==> src/rtl/uart_rx_fifo.sv <==
// UART receiver with 2-flop rx sync, oversampled framing FSM and status-tagged receive FIFO; entry visible the clk after PUSH.
// A full FIFO drops the frame and sets overrun unless a same-cycle pop frees a slot; cts_n asks the peer to pause. Option: UART_RX_MAJORITY_EN.
module uart_rx_fifo #(
  parameter int OVERSAMPLE = 16,
  parameter int FIFO_DEPTH = 8,
  parameter int CTS_MARGIN = 2
) (
  input  logic                            clk,
  input  logic                            rst_n,
  input  logic                            tick,
  input  logic                            rx,
  input  logic [1:0]                      data_bit_num,
  input  logic                            stop_bit_num,
  input  logic                            parity_en,
  input  logic                            parity_type,
  input  logic                            rx_ready,
  input  logic                            overrun_clr,
  output logic                            rx_valid,
  output logic [7:0]                      rx_data,
  output logic                            rx_parity_err,
  output logic                            rx_frame_err,
  output logic                            rx_break,
  output logic [$clog2(FIFO_DEPTH+1)-1:0] rx_count,
  output logic                            overrun,
  output logic                            cts_n
);
  localparam int TW = $clog2(OVERSAMPLE);
  localparam int PW = $clog2(FIFO_DEPTH);
  localparam int CW = $clog2(FIFO_DEPTH+1);
  localparam logic [TW-1:0] T_HALF = TW'(OVERSAMPLE/2 - 1);
  localparam logic [TW-1:0] T_LAST = TW'(OVERSAMPLE - 1);

  typedef enum logic [2:0] {IDLE, START, DATA, PARITY, STOP, PUSH} state_t;

  state_t          state;
  logic [TW-1:0]   cnt;
  logic            armed;
  logic [2:0]      bit_idx;
  logic [1:0]      dbits_l;
  logic            two_stop, par_en_l, par_type_l;
  logic [7:0]      shreg;
  logic            par_acc, zero_acc, perr, ferr, brk, stop_idx;
  logic            rx_s1, rx_s2;
  logic            bit_val, bit_done, push;
  logic [2:0]      last_idx;

  always_ff @(posedge clk or negedge rst_n) begin
    if (!rst_n) begin
      rx_s1 <= 1'b1;
      rx_s2 <= 1'b1;
    end else begin
      rx_s1 <= rx;
      rx_s2 <= rx_s1;
    end
  end

`ifdef UART_RX_MAJORITY_EN
  logic smp_a, smp_b;
  always_ff @(posedge clk or negedge rst_n) begin
    if (!rst_n) begin
      smp_a <= 1'b1;
      smp_b <= 1'b1;
    end else if (tick) begin
      if (cnt == TW'(OVERSAMPLE - 3)) smp_a <= rx_s2;
      if (cnt == TW'(OVERSAMPLE - 2)) smp_b <= rx_s2;
    end
  end
  assign bit_val = (smp_a & smp_b) | (smp_a & rx_s2) | (smp_b & rx_s2);
`else
  assign bit_val = rx_s2;
`endif

  assign bit_done = tick && (cnt == T_LAST);
  assign last_idx = 3'd4 + {1'b0, dbits_l};
  assign push     = (state == PUSH);

  always_ff @(posedge clk or negedge rst_n) begin
    if (!rst_n) begin
      state <= IDLE; cnt <= '0; armed <= 1'b0; bit_idx <= '0;
      dbits_l <= '0; two_stop <= 1'b0; par_en_l <= 1'b0; par_type_l <= 1'b0;
      shreg <= '0; par_acc <= 1'b0; zero_acc <= 1'b0;
      perr <= 1'b0; ferr <= 1'b0; brk <= 1'b0; stop_idx <= 1'b0;
    end else begin
      if (tick && (state == DATA || state == PARITY || state == STOP))
        cnt <= (cnt == T_LAST) ? '0 : cnt + 1'b1;
      case (state)
        IDLE: if (tick) begin
          if (rx_s2) armed <= 1'b1;
          else if (armed) begin
            state <= START;
            cnt   <= '0;
          end
        end
        START: if (tick) begin
          if (cnt == T_HALF) begin
            if (rx_s2) state <= IDLE;
            else begin
              state <= DATA; cnt <= '0; bit_idx <= '0;
              dbits_l <= data_bit_num; two_stop <= stop_bit_num;
              par_en_l <= parity_en; par_type_l <= parity_type;
              shreg <= '0; par_acc <= 1'b0; zero_acc <= 1'b1;
              perr <= 1'b0; ferr <= 1'b0; brk <= 1'b0; stop_idx <= 1'b0;
            end
          end else cnt <= cnt + 1'b1;
        end
        DATA: if (bit_done) begin
          shreg[bit_idx] <= bit_val;
          par_acc  <= par_acc ^ bit_val;
          zero_acc <= zero_acc & ~bit_val;
          if (bit_idx == last_idx) state <= par_en_l ? PARITY : STOP;
          else bit_idx <= bit_idx + 3'd1;
        end
        PARITY: if (bit_done) begin
          perr     <= (par_acc ^ bit_val) != par_type_l;
          zero_acc <= zero_acc & ~bit_val;
          state    <= STOP;
        end
        STOP: if (bit_done) begin
          // a low stop bit ends the frame at once; wait for idle-high before re-arming
          if (!bit_val) begin
            ferr  <= 1'b1;
            brk   <= zero_acc && !stop_idx;
            armed <= 1'b0;
            state <= PUSH;
          end else if (stop_idx == two_stop) state <= PUSH;
          else stop_idx <= 1'b1;
        end
        PUSH:    state <= IDLE;
        default: state <= IDLE;
      endcase
    end
  end

  logic [10:0]   mem [FIFO_DEPTH];
  logic [PW-1:0] wr_ptr, rd_ptr;
  logic          full, pop, wr_en;
  logic [10:0]   head;

  assign full  = (rx_count == CW'(FIFO_DEPTH));
  assign pop   = rx_valid && rx_ready;
  assign wr_en = push && (!full || pop);

  always_ff @(posedge clk) begin
    if (wr_en) mem[wr_ptr] <= {brk, ferr, perr, shreg};
  end

  always_ff @(posedge clk or negedge rst_n) begin
    if (!rst_n) begin
      wr_ptr <= '0; rd_ptr <= '0; rx_count <= '0;
      overrun <= 1'b0; cts_n <= 1'b0;
    end else begin
      if (wr_en) wr_ptr <= wr_ptr + 1'b1;
      if (pop)   rd_ptr <= rd_ptr + 1'b1;
      case ({wr_en, pop})
        2'b10:   rx_count <= rx_count + 1'b1;
        2'b01:   rx_count <= rx_count - 1'b1;
        default: rx_count <= rx_count;
      endcase
      if (push && full && !pop) overrun <= 1'b1;
      else if (overrun_clr)     overrun <= 1'b0;
      cts_n <= (rx_count >= CW'(FIFO_DEPTH - CTS_MARGIN));
    end
  end

  // storage is not reset, so the head is masked until an entry exists
  assign rx_valid      = (rx_count != '0);
  assign head          = rx_valid ? mem[rd_ptr] : 11'd0;
  assign rx_data       = head[7:0];
  assign rx_parity_err = head[8];
  assign rx_frame_err  = head[9];
  assign rx_break      = head[10];
endmodule

==> config.mk <==
export PLATFORM = sky130hd
export DESIGN_NAME = uart_rx_fifo
export DESIGN_NICKNAME = d
export VERILOG_FILES = /design/src/rtl/uart_rx_fifo.sv
export SDC_FILE = /design/constraint.sdc
export NUM_CORES = 1
export LEC_CHECK = 0
export ABC_AREA = 1
export BUFFER_PORTS_ARGS = -buffer_cell sky130_fd_sc_hd__buf_2
export CAP_MARGIN = 40
export CORE_ASPECT_RATIO = 0.7
export CORE_MARGIN = 3
export CORE_UTILIZATION = 40
export DETAILED_ROUTE_END_ITERATION = 16
export GPL_ROUTABILITY_DRIVEN = 1
export GPL_TIMING_DRIVEN = 0
export SYNTH_ARGS = -nofsm -noshare
export SYNTH_HDL_FRONTEND = slang
export SYNTH_SLANG_ARGS = --single-unit
==> constraint.sdc <==
create_clock -name clk -period 2.5 [get_ports clk]
set_input_delay 0.25 -clock clk [delete_from_list [all_inputs] [get_ports clk]]
set_output_delay 0.25 -clock clk [all_outputs]
set_load 0.02 [all_outputs]
==> reports/results.ini <==
[detailed_routing]
vias = 4218
ant_nets = 0
drt-initial-drc-count = 331
avgViaCountPerCell = 5.12
dr.pass1.iters = 8
routedWlPerCell_um = 15.8
drcViolationCount = 0
routed_wl_um = 13000

[critical_path]
crit_path_end_kind = output port
worstPathRequired_ps = 2250
reg2reg_setup_slack_ps = 310
cp_max_fo = 10
reg2reg_to = rx_count[3]
timing.rr.start = rx_count[0]
critical_path_class = flop to output port
cp-start-kind = flop
worstPathArrival_ps = 2160
rr_worst_depth = 13

[sta]
period_share = 0.965
finalClockSkew_ps = 11.3
timing.slew.headroom = 0.599
fin_crit_ps = 2410
fin_tns_setup_ps = 0
setup_viol = 0
clock.fmax_ghz = 0.414
hold_ws_ps = 29.4
hold_violations = 0
finalMaxSlewViolations = 0
worst_pin_slew_ps = 602

[floorplan]
coreArea_mm2 = 0.0142
die_area_mm2 = 0.0164
die_h_um = 108
die_w_um = 152
fp-row-count = 36
pin_count = 29
initial_core_util = 0.418

[logic_synthesis]
synthCells = 561
netlist_top_cells_area = edfxtp_1 (44%), dfrtp_1 (18%), o21ai_0 (6.1%)
ys_warn_count = 0
synthTopCellsByCount = edfxtp_1 (88), nand2_1 (82), nor2_1 (82)
syn_nets = 579
syn_area_per_cell_um2 = 10.6
synth_top_area_frac = 0.444
synth_edf_count = 88
async_flop_share = 0.333
synth_cell_types = 38
synth_top_cell_by_area = edfxtp_1
yosysMostFrequentCell = edfxtp_1
ys_seq_elements = 132
ys_seq_area_frac = 0.629
syn_area_mm2 = 0.00595
synth-main-ff-cell = edfxtp_1

[global_route]
antenna_found_initial = 0
overflow = 0
grt_pass1_wl_um = 21400
grt_pass1_vias = 4114
track_usage = 0.167
grt_max_degree = 33

[cts]
clk_pin_slew_ps = 60
cts_buffer_depth = 2
h-tree-depth = 4
clock_latency_ps = 420
cts.sinks = 132
tritoncts = done
cts-root-buf = clkbuf_16
cts_buffers = 17

[place]
hpwl_um = 9280
portBuffers = 27
routabilityCongestion = 0.842

[worst_hold_path]
whs_endpoint = overrun
hold_class = input pin to flop
hold_start = overrun_clr
min_path_cells = 2

[pwr]
peakVddDrop_mv = 0.555
power_leakage_nw = 2.98
pwr_density_cell_mw_per_mm2 = 1020

[final_layout]
drive_gt1_frac = 0.207
regArea_mm2 = 0.00375
antenna_cells = 0
syn2layout_area_growth_pct = 19.3
nNetsFinal = 639
multi_input_area_mm2 = 0.00197
nFillCells = 1303

[run]
drv_cap = 0

[status]
status = complete, no violations

-- registers in the layout, summed over array words and instances (netlist names) --
name / flops
armed: 1
bit_idx: 3
bit_val: 1
brk: 1
cnt: 4
cts_n: 1
dbits_l: 2
ferr: 1
mem: 88
overrun: 1
par_acc: 1
par_en_l: 1
par_type_l: 1
perr: 1
rd_ptr: 3
rx_count: 4
rx_s1: 1
shreg: 8
state: 3
stop_idx: 1
two_stop: 1
wr_ptr: 3
zero_acc: 1
-- through the flow --
stage                      util  std cells  cell area [µm²]  power [mW]  setup slack [ps]
after floorplan               -        561             5950        4.05               316
after global placement    0.444        778             6330        4.68              -579
after detailed placement  0.453        787             6450        4.73               131
after CTS                 0.496        821             7060        7.23              25.4
after global routing      0.499        824             7100        7.67             -10.7
final                     0.499        824             7100        7.25              86.5
-- cells in the final DEF, fill, tap and decap left out, types with 4 or more instances in the layout --
cell	Yosys	routed
edfxtp_1	88	88
nor2_1	82	82
nand2_1	82	82
o21ai_0	72	68
dfrtp_1	42	42
inv_1	37	36
buf_2	10	35
nand3_1	28	28
clkbuf_16	0	17
buf_4	1	14
o22ai_1	12	12
o21ai_1	7	11
mux2i_1	11	11
a21oi_1	8	8
nand4_1	8	8
xor2_1	7	7
nor3_2	0	7
inv_6	0	7
ha_1	6	6
nor2_2	5	5
a21oi_2	5	5
clkbuf_2	0	4
xnor2_1	4	4
inv_8	0	4
-- how the worst max path moves through the flow --
stage | from | end | slack [ps]
final | rx_count[1] | rx_data[5] | 90
after global routing | rd_ptr[0] | rx_data[5] | -10
after CTS | rd_ptr[1] | rx_data[5] | 30
after detailed placement | state[1] | mem[3][6] | 130
after global placement | state[1] | mem[3][6] | -580
after floorplan | state[1] | mem[0][0] | 320
-- worst max-delay path, cell delays in order, from the launching register on --
cell and delay (ps):
dfrtp_1 430, nor2_1 90, nand3_1 210, clkbuf_1 430, o21ai_0 210, nor2_1 180, buf_2 190
-- metal layers --
layer | vias to the layer above | part of all wire | GRT usage
met4 | 0 | 0.0083 | 0.0500
met5 | - | 0 | 0
met3 | 10 | 0.059 | 0.0424
met2 | 112 | 0.44 | 0.253
met1 | 2035 | 0.50 | 0.241
li1 | 2061 | - | -
-- cells by family after synthesis --
kind of cell             after synthesis  share of synthesized area
flip-flops                           132                      0.629
adder cells (fa/ha/maj)                7                     0.0160
buffers and inverters                 64                     0.0473
AO/OA/AOI/OAI                        107                     0.0973
XOR/XNOR                              11                     0.0162
AND/OR/NAND/NOR                      228                      0.174
multiplexers                          12                     0.0204
-- repair_timing --
action | CTS | global route
hold buffers | 2 | 0
setup buffers | 0 | 3
setup endpoints to repair | 11 | 17
gates resized for setup | 4 | 18
hold endpoints to repair | 13 | 0
-- where the power goes --
part,switching [mW],internal (mW)
combinational,1.41,0.763
sequential,0.134,2.46
clock,1.06,1.42
total,2.61,4.64
-- cell type report --
class,count,area share
Timing Repair Buffer,41,0.0363
Clock buffer,17,0.0599
Clock inverter,15,0.0227
Inverter,42,0.0241
Buffer,22,0.0185
Tap cell,190,0.0335
Multi-Input combinational cell,365,0.278
Sequential cell,132,0.527
Note: power is estimated with default switching activity, not from simulation.
